## config.mk

```make
export PLATFORM = sky130hd
export DESIGN_NAME = key_input_ctrl
export DESIGN_NICKNAME = d
export VERILOG_FILES = /design/src/rtl/key_input_ctrl_pkg.sv /design/src/rtl/key_input_ctrl_repeat_timer.sv /design/src/rtl/key_input_ctrl.sv
export SDC_FILE = /design/constraint.sdc
export NUM_CORES = 1
export LEC_CHECK = 0
export ABC_AREA = 1
export BUFFER_PORTS_ARGS = -buffer_cell sky130_fd_sc_hd__buf_2
export CAP_MARGIN = 20
export CORE_MARGIN = 3
export CORE_UTILIZATION = 30
export CTS_CLUSTER_SIZE = 10
export DETAILED_ROUTE_END_ITERATION = 8
export GPL_TIMING_DRIVEN = 0
export SETUP_SLACK_MARGIN = 0.15
export SYNTH_ARGS = -nofsm -noshare
export SYNTH_HDL_FRONTEND = slang
export SYNTH_SLANG_ARGS = --single-unit
```

## constraint.sdc

```tcl
create_clock -name Clk -period 1.8 [get_ports Clk]
set_clock_uncertainty 0.2 [all_clocks]
set_input_delay 0.36 -clock Clk [delete_from_list [all_inputs] [get_ports Clk]]
set_output_delay 0.36 -clock Clk [all_outputs]
set_load 0.01 [all_outputs]
```

## src/rtl/key_input_ctrl_pkg.sv

```systemverilog
// Shared constants, types and keycode helper for the key input controller.
package key_input_ctrl_pkg;

  // Default keycodes (USB HID usage IDs).
  localparam logic [7:0] KC_LEFT  = 8'h04;  // A
  localparam logic [7:0] KC_DOWN  = 8'h16;  // S
  localparam logic [7:0] KC_RIGHT = 8'h07;  // D
  localparam logic [7:0] KC_ROTL  = 8'h0D;  // J
  localparam logic [7:0] KC_HARD  = 8'h0E;  // K
  localparam logic [7:0] KC_ROTR  = 8'h0F;  // L

  // Default frame timings.
  localparam int DAS_FRAMES_DEF  = 10;
  localparam int ARR_FRAMES_DEF  = 2;
  localparam int SOFT_FRAMES_DEF = 3;

  // Bit positions inside keys_held / the action vector.
  localparam int IDX_LEFT  = 0;
  localparam int IDX_RIGHT = 1;
  localparam int IDX_DOWN  = 2;
  localparam int IDX_ROTL  = 3;
  localparam int IDX_ROTR  = 4;
  localparam int IDX_HARD  = 5;

  typedef enum logic [1:0] {
    H_IDLE   = 2'd0,
    H_DELAY  = 2'd1,
    H_REPEAT = 2'd2
  } h_state_t;

  typedef enum logic [1:0] {
    NONE  = 2'd0,
    LEFT  = 2'd1,
    RIGHT = 2'd2
  } hdir_t;

  // True when any of the four keycode slots carries the given code.
  function automatic logic key_hit(input logic [31:0] word, input logic [7:0] code);
    return (word[31:24] == code) | (word[23:16] == code) |
           (word[15:8]  == code) | (word[7:0]   == code);
  endfunction

endpackage

```

## src/rtl/key_input_ctrl_repeat_timer.sv

```systemverilog
// Frame-step repeat timer: fires on the first step after arming (or on a
// restart), then again every time the down-counter expires.
module key_input_ctrl_repeat_timer (
  input  logic       Clk,
  input  logic       Reset,
  input  logic       clear_i,    // disarm and zero the counter
  input  logic       step_i,     // one frame tick while the action is requested
  input  logic       restart_i,  // fire now and reload the initial delay
  input  logic [5:0] load_i,     // frames from first fire to first repeat
  input  logic [5:0] period_i,   // frames between repeats
  output logic       fire_o      // combinational, only during step_i
);

  logic [5:0] cnt_q, cnt_d;
  logic       armed_q, armed_d;

  // Next counter/arming state and fire decision for this step.
  always_comb begin
    cnt_d   = cnt_q;
    armed_d = armed_q;
    fire_o  = 1'b0;
    if (clear_i) begin
      cnt_d   = 6'd0;
      armed_d = 1'b0;
    end else if (step_i) begin
      if (restart_i || !armed_q) begin
        fire_o  = 1'b1;
        cnt_d   = load_i - 6'd1;
        armed_d = 1'b1;
      end else if (cnt_q == 6'd0) begin
        fire_o = 1'b1;
        cnt_d  = period_i - 6'd1;
      end else begin
        cnt_d = cnt_q - 6'd1;
      end
    end
  end

  // Counter and arming registers.
  always_ff @(posedge Clk) begin
    if (Reset) begin
      cnt_q   <= 6'd0;
      armed_q <= 1'b0;
    end else begin
      cnt_q   <= cnt_d;
      armed_q <= armed_d;
    end
  end

endmodule

```

## src/rtl/key_input_ctrl.sv

```systemverilog
// Keycode word to frame-aligned one-Clk game action pulses: press edges,
// DAS/ARR horizontal auto-shift, fixed-rate soft drop, one-shot rotate and
// hard drop.
module key_input_ctrl
  import key_input_ctrl_pkg::*;
#(
  parameter logic [7:0] KEY_LEFT    = KC_LEFT,
  parameter logic [7:0] KEY_DOWN    = KC_DOWN,
  parameter logic [7:0] KEY_RIGHT   = KC_RIGHT,
  parameter logic [7:0] KEY_ROTL    = KC_ROTL,
  parameter logic [7:0] KEY_HARD    = KC_HARD,
  parameter logic [7:0] KEY_ROTR    = KC_ROTR,
  parameter int         DAS_FRAMES  = DAS_FRAMES_DEF,
  parameter int         ARR_FRAMES  = ARR_FRAMES_DEF,
  parameter int         SOFT_FRAMES = SOFT_FRAMES_DEF
) (
  input  logic        Clk,
  input  logic        Reset,
  input  logic        frame_clk,
  input  logic [31:0] keycode,
  input  logic        enable,
  output logic        move_left,
  output logic        move_right,
  output logic        soft_drop,
  output logic        rotate_left,
  output logic        rotate_right,
  output logic        hard_drop,
  output logic [5:0]  keys_held
);

  // Tick pipeline.
  logic frame_d_q;
  logic tick_q;

  // Key state: raw held flags, value at the previous tick, and keys that were
  // already down while disabled (ignored until released).
  logic [5:0] held_d, held_q;
  logic [5:0] prev_held_q;
  logic [5:0] lock_d, lock_q;
  logic [5:0] eff_held;
  logic [5:0] pressed;

  // Horizontal FSM.
  h_state_t h_state_d, h_state_q;
  hdir_t    cur_dir_d, cur_dir_q;
  hdir_t    dir;
  logic     h_clear, h_step, h_restart, h_fire;

  // Soft drop.
  logic     s_clear, s_step, s_fire;

  // Registered action vector {hard, rotr, rotl, soft, right, left}.
  logic [5:0] act_d, act_q;
  logic       frame_ok, hard_now, act_ok;

  // Decode the four slots into per-action held flags.
  always_comb begin
    held_d            = 6'd0;
    held_d[IDX_LEFT]  = key_hit(keycode, KEY_LEFT);
    held_d[IDX_RIGHT] = key_hit(keycode, KEY_RIGHT);
    held_d[IDX_DOWN]  = key_hit(keycode, KEY_DOWN);
    held_d[IDX_ROTL]  = key_hit(keycode, KEY_ROTL);
    held_d[IDX_ROTR]  = key_hit(keycode, KEY_ROTR);
    held_d[IDX_HARD]  = key_hit(keycode, KEY_HARD);
  end

  // Keys held while disabled stay locked until released after enabling.
  always_comb begin
    lock_d   = enable ? (lock_q & held_q) : held_q;
    eff_held = held_q & ~lock_q;
    pressed  = eff_held & ~prev_held_q;
  end

  // Resolve the requested horizontal direction; opposing keys cancel.
  always_comb begin
    dir = NONE;
    if (eff_held[IDX_LEFT] && !eff_held[IDX_RIGHT]) begin
      dir = LEFT;
    end else if (eff_held[IDX_RIGHT] && !eff_held[IDX_LEFT]) begin
      dir = RIGHT;
    end
  end

  // Horizontal timer controls: restart on direction change, clear on release.
  always_comb begin
    h_step    = tick_q & enable & (dir != NONE);
    h_clear   = ~enable | (tick_q & (dir == NONE));
    h_restart = (h_state_q != H_IDLE) & (dir != cur_dir_q);
    s_step    = tick_q & enable & eff_held[IDX_DOWN];
    s_clear   = ~enable | ~eff_held[IDX_DOWN];
  end

  key_input_ctrl_repeat_timer u_h_timer (
    .Clk       (Clk),
    .Reset     (Reset),
    .clear_i   (h_clear),
    .step_i    (h_step),
    .restart_i (h_restart),
    .load_i    (6'(DAS_FRAMES)),
    .period_i  (6'(ARR_FRAMES)),
    .fire_o    (h_fire)
  );

  key_input_ctrl_repeat_timer u_s_timer (
    .Clk       (Clk),
    .Reset     (Reset),
    .clear_i   (s_clear),
    .step_i    (s_step),
    .restart_i (1'b0),
    .load_i    (6'(SOFT_FRAMES)),
    .period_i  (6'(SOFT_FRAMES)),
    .fire_o    (s_fire)
  );

  // Horizontal FSM next state; a fire in H_DELAY without a direction change
  // is the DAS expiry and moves on to auto-repeat.
  always_comb begin
    h_state_d = h_state_q;
    cur_dir_d = cur_dir_q;
    if (!enable) begin
      h_state_d = H_IDLE;
      cur_dir_d = NONE;
    end else if (tick_q) begin
      case (h_state_q)
        H_IDLE: begin
          if (dir != NONE) begin
            h_state_d = H_DELAY;
            cur_dir_d = dir;
          end
        end
        H_DELAY, H_REPEAT: begin
          if (dir == NONE) begin
            h_state_d = H_IDLE;
            cur_dir_d = NONE;
          end else if (dir != cur_dir_q) begin
            h_state_d = H_DELAY;
            cur_dir_d = dir;
          end else if (h_fire) begin
            h_state_d = H_REPEAT;
          end
        end
        default: begin
          h_state_d = H_IDLE;
          cur_dir_d = NONE;
        end
      endcase
    end
  end

  // Action pulses for this tick; a hard drop masks every other action.
  always_comb begin
    frame_ok        = tick_q & enable;
    hard_now        = frame_ok & pressed[IDX_HARD];
    act_ok          = frame_ok & ~pressed[IDX_HARD];
    act_d           = 6'd0;
    act_d[IDX_LEFT]  = act_ok & h_fire & (dir == LEFT);
    act_d[IDX_RIGHT] = act_ok & h_fire & (dir == RIGHT);
    act_d[IDX_DOWN]  = act_ok & s_fire;
    act_d[IDX_ROTL]  = act_ok & pressed[IDX_ROTL] & ~pressed[IDX_ROTR];
    act_d[IDX_ROTR]  = act_ok & pressed[IDX_ROTR] & ~pressed[IDX_ROTL];
    act_d[IDX_HARD]  = hard_now;
  end

  // All state registers; prev_held follows held keys on every tick.
  always_ff @(posedge Clk) begin
    if (Reset) begin
      frame_d_q   <= 1'b0;
      tick_q      <= 1'b0;
      held_q      <= 6'd0;
      prev_held_q <= 6'd0;
      lock_q      <= 6'd0;
      h_state_q   <= H_IDLE;
      cur_dir_q   <= NONE;
      act_q       <= 6'd0;
    end else begin
      frame_d_q <= frame_clk;
      tick_q    <= frame_clk & ~frame_d_q;
      held_q    <= held_d;
      lock_q    <= lock_d;
      if (tick_q) begin
        prev_held_q <= held_q;
      end
      h_state_q <= h_state_d;
      cur_dir_q <= cur_dir_d;
      act_q     <= act_d;
    end
  end

  assign move_left    = act_q[IDX_LEFT];
  assign move_right   = act_q[IDX_RIGHT];
  assign soft_drop    = act_q[IDX_DOWN];
  assign rotate_left  = act_q[IDX_ROTL];
  assign rotate_right = act_q[IDX_ROTR];
  assign hard_drop    = act_q[IDX_HARD];
  assign keys_held    = held_q;

endmodule

```

### Word level (Yosys, flattened, before mapping)

Cells that the tools add are included.

* register bits: 44
* output and inout port bits: 12
* bits of input ports: 36
* word-level logic and storage cells: 136

* add/subtract/negate cells: 2
* muxes and demuxes: 24
* reductions and logical operators: 19
* equality and inequality tests: 32
* bitwise operators: 47

Operator list (number)
* 8-bit by 4-bit == test with 1-bit output, second input constant: 12
* 8-bit by 3-bit == test with 1-bit output, second input constant: 8
* 8-bit by 5-bit == test with 1-bit output, second input constant: 4
* 6-bit 2-to-1 mux: 5
* 1-bit bitwise OR: 20
* 6-bit bitwise AND: 3
* 2-bit 2-to-1 mux: 9
* 1-bit bitwise AND: 16
* 6-bit logical NOT: 2
* 6-bit inverter: 2
* 6-bit by 1-bit subtractor with 6-bit output, second input constant: 2
* 1-bit 2-to-1 mux: 8
* 2-bit one-hot mux with 2 select lines: 2
* 2-bit OR reduction: 4
* 1-bit inverter: 6
* 3-bit AND reduction: 2
* 2-bit by 1-bit == test with 1-bit output, second input constant: 2
* 2-bit == test, second input constant: 2
* 2-bit logical NOT: 2
* 4-bit inequality test, second input constant: 1
* 2-bit nonzero test: 2
* 1-bit logical NOT: 3
* 3-bit inequality test, second input constant: 1
* 1-bit logical AND: 2
* 4 further kinds: 4

### Depth between registers and ports, before layout

Gate-level depths: netlist (run 1).

* depth after elaboration: 16
* depth in mapped cells: 15
* mapped depth without buffers: 15

### By module

Synthesis (run 1) repeated with hierarchy kept, for this count alone.

* cells, all modules: 412
* area total of the unflattened synthesis: 2596.2 sq um

By module, submodules not included
* key_input_ctrl: cells each 246, area each 1562.7 sq um, times used 1, seq. area each 540.5 sq um
* key_input_ctrl_repeat_timer: cells each 83, area each 516.7 sq um, times used 2, seq. area each 140.1 sq um

### Least setup slack after synthesis (run 1)

No wires, ideal clock.

* kind: flip-flop to flip-flop
* from: register held_q[0] (netlist: keys_held[0])
* to: register act_q[1]
* setup slack: -0.196 ns
* required time: 1.522 ns
* data arrival time: 1.718 ns
* period minus slack after synthesis: 1.996 ns
* path buffers: 0
* stages on the path, launching flop included: 12
* setup time: 0.078 ns
* cell sequence: dfxtp_1 > inv_1 > nor2_1 > inv_1 > ha_1 > inv_1 > nand3_1 > inv_2 > nand2_4 > inv_1 > nand2_1 > nor3_1

* longest elaborated chain between the ends: 13
* elaborated cells on any way between the ends: 20
* classes of those cells: eq/ne (2); mux (5); bitwise (7); reduce/logical (6)

Ends and longest elaborated chain
* from (decl): line key_input_ctrl.sv:37 `logic [5:0] held_d, held_q;`
* from (signal assigned): line key_input_ctrl.sv:178 `held_q <= held_d;`
* 6-bit bitwise AND (*): line key_input_ctrl.sv:70 `eff_held = held_q & ~lock_q;`
* 1-bit logical NOT: line key_input_ctrl.sv:79 `end else if (eff_held[IDX_RIGHT] && !eff_held[IDX_LEFT]) begin`
* 1-bit logical AND: line key_input_ctrl.sv:79
* 2-bit 2-to-1 mux: line key_input_ctrl.sv:79
* 2-bit 2-to-1 mux (*): line key_input_ctrl.sv:77 `if (eff_held[IDX_LEFT] && !eff_held[IDX_RIGHT]) begin`
* 2-bit inequality test: line key_input_ctrl.sv:88 `h_restart = (h_state_q != H_IDLE) & (dir != cur_dir_q);`
* 1-bit bitwise AND: line key_input_ctrl.sv:88
* 1-bit logical OR: line key_input_ctrl_repeat_timer.sv:26 `if (restart_i || !armed_q) begin`
* 1-bit 2-to-1 mux: line key_input_ctrl_repeat_timer.sv:26
* 1-bit 2-to-1 mux: line key_input_ctrl_repeat_timer.sv:25 `end else if (step_i) begin`
* 1-bit 2-to-1 mux: line key_input_ctrl_repeat_timer.sv:22 `if (clear_i) begin`
* 1-bit bitwise AND: line key_input_ctrl.sv:157 `act_d[IDX_RIGHT] = act_ok & h_fire & (dir == RIGHT);`
* 1-bit bitwise AND (*): line key_input_ctrl.sv:157
* to (signal assigned): line key_input_ctrl.sv:185 `act_q <= act_d;`
* to (decl): line key_input_ctrl.sv:53 `logic [5:0] act_d, act_q;`

Mark *: on every way between the ends. The rest lies on a longest branch, timed or not.
A chain may end at the register's enable or synchronous reset.

### Worst setup path after layout (run 1)

* from: register held_q[1] (netlist: keys_held[1])
* to: register u_h_timer.cnt_q[5]

* longest elaborated chain between the ends: 8
* elaborated cells on any way between the ends: 16
* classes of those cells: eq/ne (1); mux (3); bitwise (5); reduce/logical (7)

Ends and longest elaborated chain
* 6-bit bitwise AND (*): line key_input_ctrl.sv:70
* 1-bit logical AND / 1-bit logical NOT (equally long branches): line key_input_ctrl.sv:79, key_input_ctrl.sv:77
* 2-bit 2-to-1 mux / 1-bit logical AND (equally long branches): line key_input_ctrl.sv:79, key_input_ctrl.sv:77
* 2-bit 2-to-1 mux (*): line key_input_ctrl.sv:77
* 2-bit inequality test / 2-bit logical NOT (equally long branches): line key_input_ctrl.sv:88, key_input_ctrl.sv:87
* 1-bit bitwise AND, on equally long branches: line key_input_ctrl.sv:88, key_input_ctrl.sv:87
* 1-bit logical OR / 1-bit bitwise OR (equally long branches): line key_input_ctrl_repeat_timer.sv:26, key_input_ctrl.sv:87
* 6-bit 2-to-1 mux / 2-bit OR reduction (equally long branches)
* to (signal assigned): line key_input_ctrl_repeat_timer.sv:45 `cnt_q <= cnt_d;`
* to (decl): line key_input_ctrl_repeat_timer.sv:14 `logic [5:0] cnt_q, cnt_d;`

Marked as above.

==> summary.md, run 1 <==
| Metric | Value |
|---|---|
| Core area | 6940 sq um |
| Final Util | 0.423 |
| Reg clk slew, reported paths | 80 ps |
| Power Dens Cells | 623 nW/um^2 |
| Initial antenna violation count | 0 |
| Layout area overhead | 34.0% |
| Die Width | 91.4 um |
| Crit share post-route | 0.992 |
| Setup-failing EPs final | 0 |
| Crit-path cells | inv_2, nor2_4, buf_4, ha_4, inv_2, nand2_1, nand2_2, nand2_2, nand2_2, nand3_4, nand2_4, buf_4, nand4_1, inv_1 |
| Post-CTS Hold Buffers | 0 |
| RSZ-0062 raised after global routing | yes |
| Yosys cell types | 33 |
| GRT overflow | 0 |
| First-pass GRT wire length | 9.03 mm |
| Sink Count | 41 |
| Worst Tran Pin Value | 459 ps |
| Area leader, netlist | dfxtp_1 |
| Setup ws final | 14.3 ps |
| Worst-path fanout max | 5 |
| Cell Area, Synth | 2190 sq um |
| Post-synth EDFFs | 0 |
| Post-DR vias/cell | 4.40 |
| Setup WS pre-CTS | -132 ps |
| Fillers | 730 |
| Tot Pwr | 1830 uW |
| Lkg Pwr | 0.00133 uW |
| Detailed Routing Iterations Pass 1 | 4 |
| Worst path slowest cell | dfxtp_2 |
| Max Clk Rate | 560 MHz |
| GR Util met2 | 0.221 |
| Predominant post-synthesis flop cell | dfxtp_1 |
| Placer Congestion | 0.881 |
| Syn nets | 360 |
| Most frequent cells after synthesis | inv_1 (55), nand2_1 (52), nor2_1 (48), dfxtp_1 (41), nor3_1 (22) |
| Site row count | 30 |
| Synth Instances | 315 |
| Fraction of registers with async set/reset | 0 |
| Met3 Track Usage GR | 0.0273 |
| H-Tree Level Count | 2 |
| Syn avg cell area | 6.95 sq um |
| Initial DRC count | 64 |
| Gr usage total | 0.131 |
| Antenna fix cells | 0 |
| Worst hold slack | 64.8 ps |
| Io pins | 48 |
| Hold Path Class | input pin to flip-flop |
| Count leader, synth | inv_1 |
| Initial core utilization | 0.315 |
| Slew Limit Fails | 0 |
| Via count | 2,114 |
| CP required | 1790 ps |
| CTS Buf Count | 5 |
| Number of global-route vias before repair | 2,050 |
| Slowest cell delay on critical path | 330 ps |
| Max-Cap Viols | 0 |
| Largest net degree at the start of global routing | 13 |
| Post-synthesis sequential area ratio | 0.375 |
| Share of layout cells above drive strength 1 | 0.304 |
| Synth top area share | 0.375 |
| Largest cells by area after synthesis | dfxtp_1 (37%), inv_1 (9.4%), nand2_1 (8.9%) |
| Setup TNS | 0 ps |
| Status | completed |
| Register bit total from synthesis | 41 |
| Drt wl/cell | 10.6 um |
| Global route hottest layer | met2 |
| CTS tree | yes |
| Die footprint | 8360 sq um |
| Critical path type | flip-flop to flip-flop |
| Hpwl dp | 3.97 mm |
| Buffers on Ports | 46 |
| Longest Clk Path Bufs | 2 |
| Fin. Hold Viols | 0 |
| M1 GR Usage | 0.160 |
| Synth Warn # | 0 |
| DRC | 0 |
| Die span in y | 91.4 um |
| Net count, final | 429 |
| ANT nets after route | 0 |
| Tmin final | 1790 ps |
| Worst Setup End Kind | flip-flop |
| Post-Route WL | 5.09 mm |
| Skew-Pair Late Insertion Delay | 290 ps |
| Most common cell on crit path | nand2_2 |
| Slew HR | 0.692 |
| WP data arrival | 1780 ps |
| Root Buffer | clkbuf_8 |
| Maximum VDD drop | 0.322 mV |
| Startpoint Class | flip-flop |
per-stage QoR:
step                std cells  instance area (sq um)
floorplan                 315                   2280
global placement          457                   2630
detailed placement        457                   2630
CTS                       477                   2880
global route              481                   2930
finish                    481                   2930
cell type report:
cell class	count	area (sq um)	area share
clock inverter	1	30.0	0.0102
multi-input combinational	213	1260	0.429
tap	96	120	0.0409
sequential	41	826	0.281
buffer	3	26.3	0.00896
inverter	58	228	0.0776
timing repair buffer	62	358	0.122
clock buffer	7	86.3	0.0294
worst paths after layout:
path | start | endpoint | slack [ps] | depth (start not counted)
setup / recovery | keys_held[1]$_SDFF_PP0_ | u_h_timer.cnt_q[5]$_SDFFE_PP0P_ | 10 | 14
hold / removal | Reset | act_q[1]$_SDFF_PP0_ | 60 | 2
setup reg to reg | keys_held[1]$_SDFF_PP0_ | u_h_timer.cnt_q[5]$_SDFFE_PP0P_ | 10 | 14
hold reg to reg | frame_d_q$_SDFF_PP0_ | tick_q$_SDFF_PP0_ | 200 | 1
placed cells by master (no fill, tap or decap), types with 2 or more instances in the layout:
cell,instances
nand2_1,44
nor3_2,3
inv_4,4
xor2_1,4
nor2_4,5
buf_4,14
buf_6,4
a31oi_1,2
nand3_1,17
o21ai_0,10
inv_2,7
clkbuf_8,6
nor3_1,19
ha_4,3
dfxtp_2,4
nor2_1,45
inv_1,47
dfxtp_1,37
nand4_1,9
o21ai_1,3
nor2_2,3
buf_2,46
clkbuf_1,2
ha_1,6
nand3_4,3
nand2_4,4
a21oi_1,11
a41oi_1,3
nand2_2,7
worst max-delay path: cells and delay by family (launching register included):
family                     cells  cell delay (ps)
and+or+nand+nor                8              630
adders and majority gates      1              130
buffers and inverters          5              370
DFF                            1              330
power by group:
group	internal [uW]	switching [uW]
clock	452	310
sequential	914	4.79
combinational	58.8	86.6
total	1420	402
flip-flops by register name (all words and copies together), names as in the netlist, 2 cells and up:
register and flops:
keys_held 6, h_state_q 2, lock_q 6, u_s_timer.cnt_q 6, prev_held_q 3, cur_dir_q 2, act_q 6, u_h_timer.cnt_q 6
per-layer routing:
metal,wire (um),up-vias
li1,-,1149
met1,2340,912
met2,2390,48
met3,280,5
met4,76,0
met5,0,-
logic make-up (layout without fill, tap and decap cells):
group | after synthesis | count (layout) | share of synthesized area
simple gates | 163 | 163 | 0.347
buf+inv | 61 | 131 | 0.111
flops | 41 | 41 | 0.375
xor+xnor | 4 | 4 | 0.0160
fa+ha+maj | 9 | 9 | 0.0514
compound gates | 37 | 37 | 0.0994
what timing repair did:
item / 4_1_cts / 5_1_grt
pin swaps: 10 / 5
resized for setup: 12 / 10
setup buffers: 12 / 4
hold endpoints to repair: 0 / 0
endpoints found under the setup margin: 12 / 14
No activity file was read; power rests on OpenSTA's default activity.
==> inputs of run 2 (changes only) <==
==> constraint.sdc (replaced) <==
create_clock -name Clk -period 1.5 [get_ports Clk]
set_clock_uncertainty 0.2 [all_clocks]
set_input_delay 0.3 -clock Clk [delete_from_list [all_inputs] [get_ports Clk]]
set_output_delay 0.3 -clock Clk [all_outputs]
set_load 0.01 [all_outputs]
==> summary.md, run 2 (same netlist as run 1, synthesis figures left out) <==
| Metric | Value |
|---|---|
| Status | finished with violations |
| Violations in the final reports | setup timing |
| Worst Tran Pin Value | 408 ps (-50.1 ps) |
| ANT nets after route | 0 (unchanged) |
| Gr usage total | 0.131 (+0.000541) |
| Net count, final | 437 (+1.9%) |
| Worst Setup End Kind | flip-flop |
| Site row count | 30 (unchanged) |
| Share of layout cells above drive strength 1 | 0.383 (+0.0788) |
| Number of global-route vias before repair | 2,150 (+4.9%) |
| Via count | 2,216 (+4.8%) |
| Setup ws final | -271 ps (-285 ps) |
| Hold path cells | 2 (unchanged) |
| Post-Route WL | 5.21 mm (+2.5%) |
| Core area | 6940 sq um (unchanged) |
| Worst-path fanout max | 7 (+2) |
| Post-route cell area | 3110 sq um (+6.1%) |
| Fin. Hold Viols | 0 (unchanged) |
| Initial core utilization | 0.315 (unchanged) |
| Largest net degree at the start of global routing | 13 (unchanged) |
| Detailed Routing Iterations Pass 1 | 4 (unchanged) |
| Root Buffer | clkbuf_8 |
| Drt wl/cell | 10.7 um (+0.99%) |
| Reg2Reg Setup Slack | -270 ps (-290 ps) |
| H-Tree Level Count | 2 (unchanged) |
| Max-Cap Viols | 0 (unchanged) |
| Crit share post-route | 1.18 (+0.189) |
| Multi-input gate area | 1360 sq um (+7.9%) |
| CP required | 1520 ps (-270 ps) |
| Skew-Pair Late Insertion Delay | 290 ps (about the same) |
| Internal power | 1540 uW (+7.8%) |
| Antenna fix cells | 0 (unchanged) |
| Register-to-Register Path Depth | 11 (-3) |
| Power Dens Cells | 647 nW/um^2 (+3.9%) |
| Seq pwr share | 0.546 (+0.043) |
| Logic pwr share | 0.092 (+0.012) |
| Reg clk slew, reported paths | 80 ps (about the same) |
| Slew Limit Fails | 0 (unchanged) |
| Worst path slowest cell | dfxtp_2 |
| Fillers | 697 (-4.5%) |
| Hold Path Class | input pin to flip-flop |
| Switching Fraction | 0.237 (+0.0173) |
| Maximum VDD drop | 0.283 mV (-12%) |
| Startpoint Class | flip-flop |
| Post-CTS Hold Buffers | 0 (unchanged) |
| Max Clk Rate | 565 MHz (+0.83%) |
| Sink Count | 41 (unchanged) |
| First-pass GRT wire length | 9.12 mm (+0.99%) |
| Tot Pwr | 2010 uW (+10%) |
| Register area | 833 sq um (+0.91%) |
| Lkg Pwr | 0.00138 uW (+3.9%) |
| Cell Count Post-Placement | 457 (unchanged) |
| Most frequent cells in the layout | inv_1 (45), buf_2 (43), nor2_1 (41) |
| Crit-path cells | inv_2, nor2_4, buf_4, ha_4, inv_4, nand3_4, inv_4, nand2_4, inv_2, nand2_2, nor3_2 |
| Hold Startpoint | Reset |
| Placer Congestion | 0.824 (-6.5%) |
| Dpl cell area | 2640 sq um (+0.19%) |
| Setup TNS | -3080 ps (-3080 ps) |
| Post-DR vias/cell | 4.54 (+3.3%) |
| Fin cells | 488 (+1.5%) |
| Switching pwr | 478 uW (+19%) |
| Clock group share of total power | 0.361 (-0.056) |
| Die footprint | 8360 sq um (unchanged) |
| CTS tree | yes |
| Layout area overhead | 42.2% |
| DRC | 0 (unchanged) |
| Tmin final | 1770 ps (-14.7 ps) |
| CTS Buf Count | 5 (unchanged) |
| Worst reg2reg startpoint | keys_held[1]$_SDFF_PP0_ |
| Most common cell after layout, fill and taps aside | inv_1 |
| Longest Clk Path Bufs | 2 (unchanged) |
| Reg2reg end | act_q[1]$_SDFF_PP0_ |
| Buffers on Ports | 46 (unchanged) |
| Io pins | 48 (unchanged) |
| GRT overflow | 0 (unchanged) |
| Crit path buf inv count | 5 (unchanged) |
| Top Family by Delay on Critical Path | simple AND/OR/NAND/NOR gates |
| Initial antenna violation count | 0 (unchanged) |
| Slew HR | 0.728 (+0.0358) |
| Die span in y | 91.4 um (unchanged) |
| Hpwl dp | 3.89 mm (-2.0%) |
| RSZ-0062 raised after global routing | yes |
| Die Width | 91.4 um (unchanged) |
| Critical path type | flip-flop to flip-flop |
| Slowest cell delay on critical path | 340 ps (about the same) |
| Initial DRC count | 106 (+66%) |
| Setup-failing EPs final | 13 (+13) |
| WP data arrival | 1790 ps (about the same) |
| Hold Path End | keys_held[1]$_SDFF_PP0_ |
run 2: cell types whose count changed in the layout (fill, tap and decap cells not counted), moves of 4 or more:
| cell | before | now |
|---|---|---|
| buf_6 | 4 | 12 |
| dfxtp_1 | 37 | 33 |
| nand2_1 | 44 | 38 |
| nand2_2 | 7 | 12 |
| nor2_1 | 45 | 41 |
run 2: power groups by stage:
stage          registers [uW]  clock network [uW]  logic, uW
3_3_place_gp             1130                   0        164
2_1_floorplan            1130                   0       86.8
5_1_grt                  1100                 799        212
4_1_cts                  1100                 758        179
3_5_place_dp             1130                   0        167
6_report                 1100                 728        186
run 2: area by class of cell:
class | instances | area share
sequential | 41 | 0.268
timing repair buffer | 70 | 0.146
buffer | 3 | 0.00844
clock buffer | 6 | 0.0265
tap | 96 | 0.0386
inverter | 58 | 0.0732
multi-input combinational | 213 | 0.437
clock inverter | 1 | 0.00241
run 2: metrics by stage:
step                      hold slack [ps]   util  worst slack, ps
after floorplan                       167      -             -243
after global placement                173  0.380             -380
after detailed placement              195  0.380             -399
after CTS                            5.69  0.427             -244
after global routing                 10.3  0.448             -397
final                                9.13  0.448             -271
run 2: timing repair:
| action | in CTS | in global routing |
|---|---|---|
| setup buffers | 23 | 1 |
| pin swaps | 18 | 12 |
| resized for setup | 23 | 37 |
| endpoints found under the setup margin | 19 | 30 |
run 2: how the worst max path moves through the flow:
stage | cells past startpoint | end | slack, ps | start
after floorplan | 14 | h_state_q[0]$_SDFFE_PP0P_ | -240 | keys_held[1]$_SDFF_PP0_
after global placement | 13 | act_q[1]$_SDFF_PP0_ | -380 | keys_held[1]$_SDFF_PP0_
after detailed placement | 14 | act_q[1]$_SDFF_PP0_ | -400 | keys_held[1]$_SDFF_PP0_
after CTS | 15 | h_state_q[0]$_SDFFE_PP0P_ | -240 | keys_held[1]$_SDFF_PP0_
after global routing | 15 | h_state_q[0]$_SDFFE_PP0P_ | -400 | keys_held[1]$_SDFF_PP0_
final | 11 | act_q[1]$_SDFF_PP0_ | -270 | keys_held[1]$_SDFF_PP0_
run 2: per-layer routing:
layer | global-route usage | vias up | routed length [um]
met5 | 0 | - | 0
met4 | 0.0415 | 0 | 68
met3 | 0.0356 | 5 | 334
met2 | 0.232 | 57 | 2600
met1 | 0.152 | 985 | 2210
li1 | - | 1169 | -
==> inputs of run 3 (changes only) <==
--- a/config.mk
+++ b/config.mk
@@ -13,7 +13,7 @@
 export CTS_CLUSTER_SIZE = 10
 export DETAILED_ROUTE_END_ITERATION = 8
 export GPL_TIMING_DRIVEN = 0
-export SETUP_SLACK_MARGIN = 0.15
+export SETUP_SLACK_MARGIN = 0.1
 export SYNTH_ARGS = -nofsm -noshare
 export SYNTH_HDL_FRONTEND = slang
 export SYNTH_SLANG_ARGS = --single-unit
==> constraint.sdc (replaced) <==
create_clock -name Clk -period 2.2 [get_ports Clk]
set_clock_uncertainty 0.2 [all_clocks]
set_input_delay 0.44 -clock Clk [delete_from_list [all_inputs] [get_ports Clk]]
set_output_delay 0.44 -clock Clk [all_outputs]
set_load 0.01 [all_outputs]
==> summary.md, run 3 (same netlist as run 1, synthesis figures left out) <==
| Metric | Value |
|---|---|
| Crit share post-route | 0.858 (-0.323) |
| Root Buffer | clkbuf_8 |
| Longest Clk Path Bufs | 2 (unchanged) |
| Site row count | 30 (unchanged) |
| Worst Setup End Kind | flip-flop |
| Die footprint | 8360 sq um (unchanged) |
| CTS Buf Count | 5 (unchanged) |
| Gr usage total | 0.120 (-0.0113) |
| Most frequent cells in the layout | inv_1 (54), nand2_1 (50), nor2_1 (46), buf_2 (46), dfxtp_1 (40) |
| Post-Route WL | 4.72 mm (-9.4%) |
| Lkg Pwr | 0.00124 uW (-10%) |
| Switching Fraction | 0.210 (-0.0275) |
| Setup-failing EPs final | 0 (-13) |
| Power Dens Cells | 576 nW/um^2 (-11%) |
| Die Width | 91.4 um (unchanged) |
| Setup ws final | 312 ps (+583 ps) |
| Share of layout cells above drive strength 1 | 0.214 (-0.169) |
| Reg2Reg Setup Slack | 310 ps (+580 ps) |
| Status | completed |
| Post-DR vias/cell | 4.45 (-2.0%) |
| Max Clk Rate | 530 MHz (-6.2%) |
| Max-Cap Viols | 0 (unchanged) |
| Hold Path Class | input pin to flip-flop |
| Most common cell after layout, fill and taps aside | inv_1 |
| Final Util | 0.393 (-0.0555) |
| Fin. Hold Viols | 0 (unchanged) |
| Reg2reg end | act_q[1]$_SDFF_PP0_ |
| Number of global-route vias before repair | 1,925 (-10%) |
| Core area | 6940 sq um (unchanged) |
| Drt wl/cell | 10.2 um (-4.9%) |
| Antenna fix cells | 0 (unchanged) |
| Detailed Routing Iterations Pass 1 | 4 (unchanged) |
| Tmin final | 1890 ps (+117 ps) |
| Internal power | 1240 uW (-19%) |
| Worst-path fanout max | 5 (-2) |
| CTS tree | yes |
| Startpoint Class | flip-flop |
| Routed wl met3 | 295 um (-12%) |
| Hold Startpoint | Reset |
| Hold Path End | keys_held[5]$_SDFF_PP0_ |
| RSZ-0062 raised after global routing | no |
| Via count | 2,069 (-6.6%) |
| Buffers on Ports | 46 (unchanged) |
| WP data arrival | 1880 ps (+90 ps) |
| Critical path type | flip-flop to flip-flop |
| Worst reg2reg startpoint | keys_held[1]$_SDFF_PP0_ |
| DRT met1 WL | 2.28 mm (+3.1%) |
| Sink Count | 41 (unchanged) |
| Logic pwr share | 0.071 (-0.021) |
| Placer Congestion | 0.902 (+9.5%) |
| Clock group share of total power | 0.451 (+0.090) |
| Initial core utilization | 0.315 (unchanged) |
| H-Tree Level Count | 2 (unchanged) |
| DRC | 0 (unchanged) |
| Layout area overhead | 24.6% |
| Slew HR | 0.670 (-0.0573) |
| Uppermost routed layer | met4 |
| Die span in y | 91.4 um (unchanged) |
| Initial DRC count | 65 (-39%) |
| Largest net degree at the start of global routing | 14 (+1) |
| Register-to-Register Path Depth | 14 (+3) |
| Hold path cells | 2 (unchanged) |
| Io pins | 48 (unchanged) |
| Post-CTS Hold Buffers | 0 (unchanged) |
| Maximum VDD drop | 0.284 mV (+0.10%) |
| Net count, final | 413 (-5.5%) |
| CP required | 2200 ps (+680 ps) |
| Metal2 WL | 2.06 mm (-21%) |
| Switching pwr | 330 uW (-31%) |
| Initial antenna violation count | 0 (unchanged) |
| Slew Limit Fails | 0 (unchanged) |
| First-pass GRT wire length | 8.29 mm (-9.2%) |
| Skew-Pair Late Insertion Delay | 300 ps (about the same) |
| Hpwl dp | 3.79 mm (-2.7%) |
| Seq pwr share | 0.478 (-0.068) |
| Setup WS pre-CTS | -44.5 ps (+355 ps) |
| GRT overflow | 0 (unchanged) |
| Reg clk slew, reported paths | 80 ps (about the same) |
| Worst Tran Pin Value | 491 ps (+82.1 ps) |
| ANT nets after route | 0 (unchanged) |
[run 3: cell count changes in the layout (fill, tap and decap cells not counted), moves of 6 or more]
cell     before  now
nand2_1      38   50
inv_2        10    2
dfxtp_2       7    1
inv_1        45   54
buf_4        17    1
dfxtp_1      33   40
buf_6        12    1
nand2_2      12    2
[run 3: how the worst max path moves through the flow]
stage,endpoint,slack [ps],start
detailed placement,act_q[1]$_SDFF_PP0_,-40,keys_held[0]$_SDFF_PP0_
global placement,act_q[1]$_SDFF_PP0_,-20,keys_held[0]$_SDFF_PP0_
CTS,act_q[1]$_SDFF_PP0_,100,keys_held[0]$_SDFF_PP0_
floorplan,act_q[1]$_SDFF_PP0_,200,keys_held[0]$_SDFF_PP0_
finish,act_q[1]$_SDFF_PP0_,310,keys_held[1]$_SDFF_PP0_
global route,act_q[1]$_SDFF_PP0_,110,keys_held[0]$_SDFF_PP0_
[run 3: worst max-delay path, stage by stage, from the launching register on]
cell and delay, ps:
dfxtp_1 350, inv_1 70, nor2_4 120, inv_1 70, ha_1 190, inv_1 80, nand2_1 50, nand2_1 70
nand2_1 80, nand2_2 90, nand3_2 100, nand2_4 100, inv_1 70, nand2_1 80, nor3_1 50
[run 3: cell type report]
cell class,instances,area (sq um)
clock buffers,5,68.8
inverters,58,223
multi-input cells,213,1180
plain buffers,3,22.5
clock inverters,3,65.1
repair buffers,46,230
flip-flops and latches,41,822
fillers,736,4220
well taps,96,120
[run 3: what timing repair did]
item / CTS / global route
resized for setup: 3 / 10
cloned: 0 / 0
setup endpoints to repair: 8 / 12
setup buffers: 0 / 0
[run 3: power groups by stage]
stage	Combinational, uW	Clock (uW)	Sequential, uW
floorplan	56.5	0	768
global placement	109	0	768
detailed placement	111	0	768
CTS	111	733	751
global route	129	765	752
finish	111	710	751
[run 3: stage by stage]
step	total power [uW]	setup TNS [ps]	cells	hold WS, ps	instance area (sq um)
after detailed placement	879	-44.5	457	183	2540
after global placement	877	-20.9	457	179	2540
final	1570	0	465	158	2730
after CTS	1600	0	465	150	2690
after floorplan	825	0	315	174	2190
after global routing	1650	0	465	152	2730
[run 3: metal layers]
metal,track usage,vias up
met5,0,-
met4,0.0503,0
met3,0.0323,7
met2,0.194,50
met1,0.149,897
li1,-,1115
